[src/rtl/pipe_ctrl_pkg.sv]
// Shared definitions for the pipeline sequencer: FSM encoding, HALT opcode
// and drain length.
package pipe_ctrl_pkg;

    typedef enum logic [2:0] {
        IDLE   = 3'd0,
        RUN    = 3'd1,
        STEP   = 3'd2,
        DRAIN  = 3'd3,
        HALTED = 3'd4
    } ctrl_state_t;

    localparam logic [5:0] HALT_OP      = 6'b111111;
    localparam int         DRAIN_CYCLES = 3;

endpackage

[src/rtl/pipeline_hazard_ctrl_load_use_detect.sv]
// Combinational load-use hazard check between the load in EX and the
// instruction waiting in ID.
module load_use_detect #(
    parameter int W = 5
) (
    input  logic         idex_mem_read,
    input  logic [W-1:0] idex_rt,
    input  logic [W-1:0] ifid_rs,
    input  logic [W-1:0] ifid_rt,
    input  logic         ifid_uses_rt,
    output logic         load_use
);

    logic [W-1:0] rs_bit_eq;
    logic [W-1:0] rt_bit_eq;

    genvar gi;
    generate
        for (gi = 0; gi < W; gi++) begin : g_cmp
            assign rs_bit_eq[gi] = ~(idex_rt[gi] ^ ifid_rs[gi]);
            assign rt_bit_eq[gi] = ~(idex_rt[gi] ^ ifid_rt[gi]);
        end
    endgenerate

    // Register 0 is hardwired to zero, so a load into it never creates a hazard.
    assign load_use = idex_mem_read & (|idex_rt) &
                      ((&rs_bit_eq) | (ifid_uses_rt & (&rt_bit_eq)));

endmodule

[src/rtl/pipeline_hazard_ctrl.sv]
// Central sequencer for the 5-stage pipeline: run/step/halt FSM, HALT drain,
// load-use stall and branch squash control of PC and pipeline latches.
module pipeline_hazard_ctrl
    import pipe_ctrl_pkg::*;
#(
    parameter int W     = 5,
    parameter int CNT_B = 32
) (
    input  logic             clk,
    input  logic             reset,
    input  logic             run_cmd,
    input  logic             step_cmd,
    input  logic             halt_cmd,
    input  logic [5:0]       ifid_opcode,
    input  logic [W-1:0]     ifid_rs,
    input  logic [W-1:0]     ifid_rt,
    input  logic             ifid_uses_rt,
    input  logic             idex_mem_read,
    input  logic [W-1:0]     idex_rt,
    input  logic             mem_pc_src,
    output logic             pipe_en,
    output logic             pc_write,
    output logic             ifid_write,
    output logic             ifid_flush,
    output logic             idex_flush,
    output logic             exmem_flush,
    output logic             halted,
    output logic             paused,
    output logic [CNT_B-1:0] cycle_cnt
);

    ctrl_state_t      state_reg, state_next;
    logic [1:0]       drain_cnt_reg, drain_cnt_next;
    logic [CNT_B-1:0] cycle_cnt_reg;

    logic load_use;
    logic flush;
    logic halt_det;

    load_use_detect #(.W(W)) u_load_use_detect (
        .idex_mem_read (idex_mem_read),
        .idex_rt       (idex_rt),
        .ifid_rs       (ifid_rs),
        .ifid_rt       (ifid_rt),
        .ifid_uses_rt  (ifid_uses_rt),
        .load_use      (load_use)
    );

    assign flush    = mem_pc_src;
    assign halt_det = ((state_reg == RUN) || (state_reg == STEP)) &&
                      (ifid_opcode == HALT_OP) && !flush;
    assign pipe_en  = (state_reg == RUN) || (state_reg == STEP) || (state_reg == DRAIN);

    always_ff @(posedge clk or posedge reset) begin
        if (reset) begin
            state_reg     <= IDLE;
            drain_cnt_reg <= 2'd0;
            cycle_cnt_reg <= '0;
        end else begin
            state_reg     <= state_next;
            drain_cnt_reg <= drain_cnt_next;
            if (pipe_en) begin
                cycle_cnt_reg <= cycle_cnt_reg + 1'b1;
            end
        end
    end

    always_comb begin
        state_next     = state_reg;
        drain_cnt_next = drain_cnt_reg;
        case (state_reg)
            IDLE: begin
                if (run_cmd) begin
                    state_next = RUN;
                end else if (step_cmd) begin
                    state_next = STEP;
                end
            end
            RUN: begin
                if (halt_cmd) begin
                    state_next = IDLE;
                end else if (halt_det) begin
                    state_next     = DRAIN;
                    drain_cnt_next = 2'(DRAIN_CYCLES);
                end
            end
            STEP: begin
                if (halt_det) begin
                    state_next     = DRAIN;
                    drain_cnt_next = 2'(DRAIN_CYCLES);
                end else begin
                    state_next = IDLE;
                end
            end
            DRAIN: begin
                // A taken branch means the HALT was on the wrong path.
                if (flush) begin
                    state_next     = RUN;
                    drain_cnt_next = 2'd0;
                end else begin
                    drain_cnt_next = drain_cnt_reg - 2'd1;
                    if (drain_cnt_reg <= 2'd1) begin
                        state_next     = HALTED;
                        drain_cnt_next = 2'd0;
                    end
                end
            end
            HALTED: begin
                state_next = HALTED;
            end
            default: begin
                state_next     = IDLE;
                drain_cnt_next = 2'd0;
            end
        endcase
    end

    always_comb begin
        pc_write    = 1'b0;
        ifid_write  = 1'b0;
        ifid_flush  = 1'b0;
        idex_flush  = 1'b0;
        exmem_flush = 1'b0;
        if (pipe_en) begin
            if (flush) begin
                pc_write    = 1'b1;
                ifid_write  = 1'b1;
                ifid_flush  = 1'b1;
                idex_flush  = 1'b1;
                exmem_flush = 1'b1;
            end else if (load_use) begin
                idex_flush = 1'b1;
            end else if (halt_det || (state_reg == DRAIN)) begin
                // Let the HALT move on to EX while bubbles fill in behind it.
                ifid_write = 1'b1;
                ifid_flush = 1'b1;
            end else begin
                pc_write   = 1'b1;
                ifid_write = 1'b1;
            end
        end
    end

    assign halted    = (state_reg == HALTED);
    assign paused    = (state_reg == IDLE);
    assign cycle_cnt = cycle_cnt_reg;

endmodule
[config.mk]
export PLATFORM = sky130hd
export DESIGN_NAME = pipeline_hazard_ctrl
export DESIGN_NICKNAME = d
export VERILOG_FILES = /design/src/rtl/pipe_ctrl_pkg.sv /design/src/rtl/pipeline_hazard_ctrl_load_use_detect.sv /design/src/rtl/pipeline_hazard_ctrl.sv
export SDC_FILE = /design/constraint.sdc
export NUM_CORES = 1
export LEC_CHECK = 0
export BUFFER_PORTS_ARGS = -buffer_cell sky130_fd_sc_hd__buf_2
export CAP_MARGIN = 20
export CELL_PAD_IN_SITES_DETAIL_PLACEMENT = 0
export CELL_PAD_IN_SITES_GLOBAL_PLACEMENT = 1
export CORE_UTILIZATION = 40
export DETAILED_ROUTE_END_ITERATION = 12
export PLACE_DENSITY = 0.85
export SLEW_MARGIN = 20
export SYNTH_ARGS = -nofsm -noshare
export SYNTH_HDL_FRONTEND = slang
export SYNTH_SLANG_ARGS = --single-unit
[constraint.sdc]
create_clock -name clk -period 4.7 [get_ports clk]
set_input_delay 0.705 -clock clk [delete_from_list [all_inputs] [get_ports clk]]
set_output_delay 0.705 -clock clk [all_outputs]
set_load 0.03 [all_outputs]
# Word level (Yosys, flattened, before mapping)
# Cells that the tools add are included.
# totals
out_inout_bits	40
input_bits	29
wordCells	82
regBits	37
# classes
magnitude_cmp	1
addsub	2
n_reduce_logical	13
eq_ne	9
n_mux	29
bitwise	25
# op_table
op	count
32-bit by 1-bit adder with 32-bit output, second input constant	1
3-bit 2-to-1 mux	6
1-bit 2-to-1 mux	16
3-bit one-hot mux with 5 select lines	1
1-bit NOT	11
2-bit 2-to-1 mux	5
5-bit AND reduction	2
1-bit XOR	10
2-bit one-hot mux with 4 select lines	1
3-bit by 2-bit == test with 1-bit output, second input constant	2
6-bit == test, second input constant	1
3-bit != test, second input constant	2
5-bit OR reduction	1
1-bit bitwise AND	3
3-bit by 1-bit == test with 1-bit output, second input constant	1
3-bit == test, second input constant	1
3-bit zero test	1
1-bit logical OR	3
3-bit by 2-bit != test with 1-bit output, second input constant	1
3-bit AND reduction	1
2-bit by 1-bit <= comparator with 1-bit output, second input constant	1
1-bit logical AND	2
2-bit != test, second input constant	1
2-bit AND reduction	1
4 further kinds	4

# Depth between registers and ports, before layout
# Gate-level depths: netlist (run 1).
# logic_depth
depth_word	9
mapped_depth	6
ltp_nobuf	6

# Cells and area by module
# A second synthesis (run 1) with hierarchy kept.
# hier_totals
hier_cells	197
area_unflattened_um2	2020.7
# modules_own_cells
module	seq_area_each_um2	cells_per_inst	instances	area_each_um2
pipeline_hazard_ctrl	925.9	180	1	1888.1
load_use_detect	0.0	17	1	132.6

# Worst setup path before layout (run 1)
# No wires, ideal clock.
# synth_timing
path_kind	input port to output port
startpoint	input idex_rt[0]
endpoint	output pc_write
n_path_buf	0
cell_stages	4
slack_ns	1.709
arrival_time_ns	2.286
t_required_ns	3.995
cell_sequence	or4_1 > o21ai_0 > nor3_1 > a211oi_1
# synth_between
elab_chain_cells	9
word_cells_on_any_way	14
cone_classes	mux (3); bitwise (8); reduce/logical (3)
# synth_lines
item	line_no	text
from (decl)	pipeline_hazard_ctrl.sv:19	input logic [W-1:0] idex_rt,
1-bit XOR	pipeline_hazard_ctrl_load_use_detect.sv:21	assign rt_bit_eq[gi] = ~(idex_rt[gi] ^ ifid_rt[gi]);
1-bit NOT	pipeline_hazard_ctrl_load_use_detect.sv:21	
5-bit AND reduction	pipeline_hazard_ctrl_load_use_detect.sv:27	((&rs_bit_eq) | (ifid_uses_rt & (&rt_bit_eq)));
1-bit bitwise AND	pipeline_hazard_ctrl_load_use_detect.sv:27	
1-bit bitwise OR	pipeline_hazard_ctrl_load_use_detect.sv:27	
1-bit bitwise AND (*)	pipeline_hazard_ctrl_load_use_detect.sv:26	assign load_use = idex_mem_read & (|idex_rt) &
1-bit 2-to-1 mux (*)	pipeline_hazard_ctrl.sv:131	end else if (load_use) begin
1-bit 2-to-1 mux (*)	pipeline_hazard_ctrl.sv:125	if (flush) begin
1-bit 2-to-1 mux (*)	pipeline_hazard_ctrl.sv:124	if (pipe_en) begin
to (decl)	pipeline_hazard_ctrl.sv:22	output logic pc_write,
# Mark *: on every way between the ends. The rest lies on a longest branch, timed or not.

# Worst setup path in the final report (run 1)
# Ends and elaborated chain as after synthesis.

==> flow_summary.toml, run 1 <==
[outcome]
outcome = "completed"

[yosys]
yosys_warnings = 0
ys_seq_elements = 37
synth_top_area_share = 0.457
syn_nets = 230
synth.largest_area_cell = "dfrtp_1"
yosys.cell_types.count = 41
synth_sequential_area_ratio = 0.457
synth_instances = 200
synth_enable_flop_cells = 0
synth.cell_area_mm2 = 0.00202
ys_dominant_reg_cell = "dfrtp_1"
async_flop_share = 1.00
avgSynthCellArea_um2 = 10.1
ys_top_cells_by_area = "dfrtp_1, xor2_1, xnor2_1"

[die]
overall_die_width_um = 73.1
fp.dieArea_mm2 = 0.00535
io_pins = 69
die_y_um = 73.1
std_cell_rows = 25
initial_utilization = 0.423
floorplan.core_area_mm2 = 0.00479

[clock_network]
ctsRootBufferMaster = "clkbuf_8"
clock_tree.htree_level_count = 2
clkSlewWorstSetupHoldPaths_ns = 0.07
buffers_from_clock_root_to_sink_at_most = 2
tritoncts = "done"
post-cts-setup-buffers = 0
postcts_resize_cnt = 0
worstSkewPairLatency_ns = 0.28
postCtsHoldBufs = 0
cts.sinks = 37
cts_made_buffers = 5

[finish]
multi_input_comb_area_mm2 = 0.00105
insertedDiodeCount = 0
postLayoutCoreUtil = 0.528
sequential_cell_area_um2 = 926
largest_register_ff_count = 32
syn2layout_area_growth_pct = 24.8
final.fill_count = 473
final_layout_size_suffix_gt1_frac = 0.316
finish.net_count = 302
instances_no_fill = 339
highest_count_cells_in_the_layout_ignoring_fill_and_taps = "buf_2, dfrtp_1, xor2_1"
most_common_cell_after_layout_fill_and_taps_aside = "buf_2"

[global_route]
largest_net_degree_at_the_start_of_global_routing = 38
grt_pass1_vias = 1605
global_route.peak_usage_layer = "met2"
grt_use_met2 = 0.284
grt_first_pass_wirelength_um = 6840
gr-usage-met1 = 0.205
grtUsageTotal = 0.165
grt_antenna_before_repair = 0
grt_use_met3 = 0.0483
grt_remaining_overflow = 0

[placed_design]
dp.cells = 332
placement.io_buffers = 68
dp_hpwl_um = 3220
gpl.final_weighted_congestion = 0.751

[sta]
slew-limit-headroom = 0.564
unrepaired_setup_endpoints_after_global_routing = "false"
fin_crit_ns = 2.86
final_hold_viol_count = 0
timing_worst_slew_pin_value_ns = 0.649
fin_worst_skew_ns = 0.00605
drv_slew = 0
final_setup_violations = 0
fmaxAchievable_mhz = 350
layout_worst_path_cycle_share = 0.608
tns_ns = 0

[critical_path]
cp_data_required_time_ns = 3.99
timing.critical_path.to_type = "primary output"
worst-endpoint-arrival_ns = 2.15
path_max_fanout = 3
kind_of_start_point_of_the_critical_path = "primary input"
crit_type = "primary input to primary output"

[drt]
remaining_drc_errors = 0
drt_antenna_net_count = 0
initialDrtViolationCount = 39
drt_first_pass_iters = 4
routed_len_inst_um = 12.3
detailroute.via_count = 1683
detail_route.vias_per_cell = 4.96
overall_routed_net_length_um = 4170

[power]
worst_vdd_rail_ir_drop_mv = 0.343
leakage_nw = 1.33
power_density_mw_per_mm2 = 450

[worst_hold_path]
hold_class = "flip-flop to flip-flop"

[job]
max_cap_violations = 0
layout make-up:
cell class / count / share of cell area
Clock buffer: 7 / 0.0342
Inverter: 8 / 0.0119
Multi-Input combinational cell: 151 / 0.417
Sequential cell: 37 / 0.366
Tap cell: 67 / 0.0332
Timing Repair Buffer: 69 / 0.138
routing by layer:
layer,wire length (um),share of wire,vias to the layer above
met5,0,0,-
li1,-,-,841
met2,2030,0.49,60
met1,1890,0.45,780
met3,240,0.058,2
met4,12,0.0029,0
synth_stat cells, types with 2 or more instances:
| library cell | instances |
|---|---|
| nor2b_1 | 2 |
| xor2_1 | 22 |
| nand2_1 | 17 |
| nand4_1 | 5 |
| o2bb2ai_1 | 2 |
| inv_1 | 8 |
| a211oi_1 | 2 |
| nand3_1 | 14 |
| a21oi_1 | 4 |
| and3_1 | 4 |
| or2_2 | 2 |
| nor3_1 | 7 |
| o21ai_0 | 4 |
| xnor2_1 | 20 |
| nor4_4 | 2 |
| dfrtp_1 | 37 |
| nand4_2 | 2 |
| nor2_1 | 16 |
| clkbuf_1 | 4 |
| o31ai_1 | 2 |
| or4_1 | 2 |
| or3_1 | 2 |
| nor4_1 | 2 |
cells by family after synthesis:
family / count (synthesis) / share of synthesized area
AND/OR/NAND/NOR: 84 / 0.244
XOR/XNOR: 42 / 0.182
flip-flops: 37 / 0.457
AO/OA/AOI/OAI: 23 / 0.0834
buffers and inverters: 12 / 0.0222
multiplexers: 1 / 0.00494
adder cells (fa/ha/maj): 1 / 0.00618
path summary, 6_finish.rpt:
check | from | endpoint | slack (ns) | cells past startpoint
max | idex_rt[0] | pc_write | 1.84 | 6
max reg2reg | state_reg[1] | cycle_cnt[30] | 2.56 | 6
min reg2reg | cycle_cnt[31] | cycle_cnt[31] | 0.46 | 1
max in group asynchronous | reset | cycle_cnt[30] | 3.85 | 3
min in group asynchronous | reset | cycle_cnt[11] | 0.52 | 3
min | cycle_cnt[31] | cycle_cnt[31] | 0.46 | 1
metrics by stage:
stage	setup WS (ns)	power, mW	area (um^2)	hold WS (ns)
final	1.84	1.14	2530	0.461
after global placement	1.87	0.930	2440	0.452
after global routing	1.77	1.21	2530	0.490
after floorplan	1.71	0.805	2020	0.462
after detailed placement	1.85	0.934	2440	0.453
after CTS	1.83	1.15	2530	0.467
power breakdown:
group	switching, mW	internal, mW
clock	0.0979	0.116
sequential	0.0938	0.368
combinational	0.292	0.171
total	0.483	0.655
worst max-delay path, cell delays in order:
cell	delay (ns)
buf_2	0.12
or4_1	0.50
o21ai_0	0.24
nor3_1	0.12
a211oi_1	0.23
buf_2	0.23
(Power assumes the default switching activity.)
==> run 2, diff against run 1 <==
--- a/config.mk
+++ b/config.mk
@@ -9,9 +9,9 @@
 export CAP_MARGIN = 20
 export CELL_PAD_IN_SITES_DETAIL_PLACEMENT = 0
 export CELL_PAD_IN_SITES_GLOBAL_PLACEMENT = 1
-export CORE_UTILIZATION = 40
+export CORE_UTILIZATION = 34
 export DETAILED_ROUTE_END_ITERATION = 12
-export PLACE_DENSITY = 0.85
+export PLACE_DENSITY = 0.77
 export SLEW_MARGIN = 20
 export SYNTH_ARGS = -nofsm -noshare
 export SYNTH_HDL_FRONTEND = slang
==> constraint.sdc (replaced) <==
create_clock -name clk -period 2.3 [get_ports clk]
set_input_delay 0.345 -clock clk [delete_from_list [all_inputs] [get_ports clk]]
set_output_delay 0.345 -clock clk [all_outputs]
set_load 0.03 [all_outputs]
==> run 2 against run 1 <==
Critical path depth unchanged. Sequential power up 90%. Critical path type unchanged. Register-to-register slack worse by 2.1 ns. Clock skew down 0.00061 ns. Die area up 17%. First-iteration DRC count up 10%. Setup slack worse by 1.7 ns. Non-clock buffer count up 5. Via count about the same. Sequential share of layout area down 1.3 points. Routed wire length up 1.1%. Highest routed layer unchanged.
==> flow_summary.toml, run 2 (same netlist as run 1, synthesis figures left out) <==
[critical_path]
cp_data_required_time_ns = 1.96
timing.critical_path.to_type = "primary output"
crit_chain = "buf_2, or4_1, o21ai_0, nor3_1, a211oi_1, buf_2"
crit_family = "simple AND/OR/NAND/NOR gates"
timing.critical_path.mode_cell = "buf_2"
path_buf_inv = 2
kind_of_start_point_of_the_critical_path = "primary input"
crit_type = "primary input to primary output"
worst-endpoint-arrival_ns = 1.78
crit_slowest_cell = "or4_1"
path_max_fanout = 3
biggest_cell_delay_along_the_critical_path_ns = 0.50

[outcome]
outcome = "completed"

[placed_design]
gpl.final_weighted_congestion = 0.741
dp_hpwl_um = 3270
placement.io_buffers = 68

[sta]
tns_ns = 0
layout_worst_path_cycle_share = 0.922
final_hold_viol_count = 0
final_setup_violations = 0
fin_crit_ns = 2.12
drv_slew = 0
unrepaired_setup_endpoints_after_global_routing = "false"
fmaxAchievable_mhz = 471
hold_ws_ns = 0.155
timing_worst_slew_pin_value_ns = 0.565
fin_worst_skew_ns = 0.00545
slew-limit-headroom = 0.620

[clock_network]
buffers_from_clock_root_to_sink_at_most = 2
cts_made_buffers = 5
ctsRootBufferMaster = "clkbuf_8"
clock_tree.htree_level_count = 2
worstSkewPairLatency_ns = 0.28
cts.sinks = 37
clkSlewWorstSetupHoldPaths_ns = 0.08
postcts_resize_cnt = 0
tritoncts = "done"
post-cts-setup-buffers = 0
postCtsHoldBufs = 0

[power]
leakage_nw = 1.38
worst_vdd_rail_ir_drop_mv = 0.401
total_power_consumption_mw = 2.59
power_density_mw_per_mm2 = 988

[drt]
dr_wl_met3_um = 223
drt_antenna_net_count = 0
topmost_layer_with_routed_signal_wires = "met4"
remaining_drc_errors = 0
detailroute.via_count = 1682
met1Wirelength_um = 2070
routed_len_inst_um = 12.1
drt_first_pass_iters = 4
detail_route.vias_per_cell = 4.81
detailroute.wirelength.met2_um = 1900
initialDrtViolationCount = 43
overall_routed_net_length_um = 4220

[finish]
final_layout_size_suffix_gt1_frac = 0.335
syn2layout_area_growth_pct = 29.4
postLayoutCoreUtil = 0.467
final.fill_count = 572
highest_count_cells_in_the_layout_ignoring_fill_and_taps = "buf_2, dfrtp_1, xor2_1"
multi_input_comb_area_mm2 = 0.00105
sequential_cell_area_um2 = 926
largest_register_ff_count = 32
most_common_cell_after_layout_fill_and_taps_aside = "buf_2"
insertedDiodeCount = 0
finish.net_count = 307

[die]
io_pins = 69
overall_die_width_um = 79.2
std_cell_rows = 27
initial_utilization = 0.361
floorplan.core_area_mm2 = 0.00561
die_y_um = 79.2
fp.dieArea_mm2 = 0.00627

[worst_hold_path]
hold_class = "primary input to asynchronous set/reset pin"

[global_route]
grt_first_pass_wirelength_um = 7310
grt_pass1_vias = 1590
grtUsageTotal = 0.147
grt_remaining_overflow = 0
grt_antenna_before_repair = 0
largest_net_degree_at_the_start_of_global_routing = 38

[job]
max_cap_violations = 0
[run 2: worst min-delay path: stages]
cell	delay [ns]
buf_2	0.09
inv_1	0.04
buf_4	0.39
[run 2: final cells by class]
class,instances,area share
multi-input cells,151,0.402
repair buffers,74,0.147
inverters,8,0.0115
clock buffers,5,0.0263
flip-flops and latches,37,0.354
well taps,72,0.0344
clock inverters,3,0.0248
[run 2: path summary, 6_finish.rpt]
kind / endpoint / slack [ns] / cells past startpoint / start
worst max-delay path: pc_write / 0.18 / 6 / idex_rt[0]
worst min-delay path: cycle_cnt[24] / 0.15 / 3 / reset
worst max register to register: cycle_cnt[28] / 0.43 / 5 / cycle_cnt[8]
worst min register to register: cycle_cnt[31] / 0.46 / 1 / cycle_cnt[31]
max in group asynchronous: state_reg[1] / 1.82 / 3 / reset
min in group clk: state_reg[2] / 0.45 / 3 / mem_pc_src
[run 2: where the power goes]
group | internal [mW] | switching (mW)
clock network | 0.431 | 0.229
registers | 0.753 | 0.125
logic | 0.382 | 0.669
total | 1.57 | 1.02
[run 2: layer usage]
metal / up-vias / global-route usage
met5: - / 0
met4: 0 / 0.0382
met1: 761 / 0.198
met2: 60 / 0.234
met3: 2 / 0.0368
li1: 859 / -
[run 2: per-stage QoR]
stage               worst slack (ns)  instance area [um^2]  instances
floorplan                     0.0289                  2020        200
global placement               0.222                  2480        342
detailed placement             0.183                  2480        342
CTS                            0.176                  2620        350
global route                  0.0754                  2620        350
finish                         0.178                  2620        350
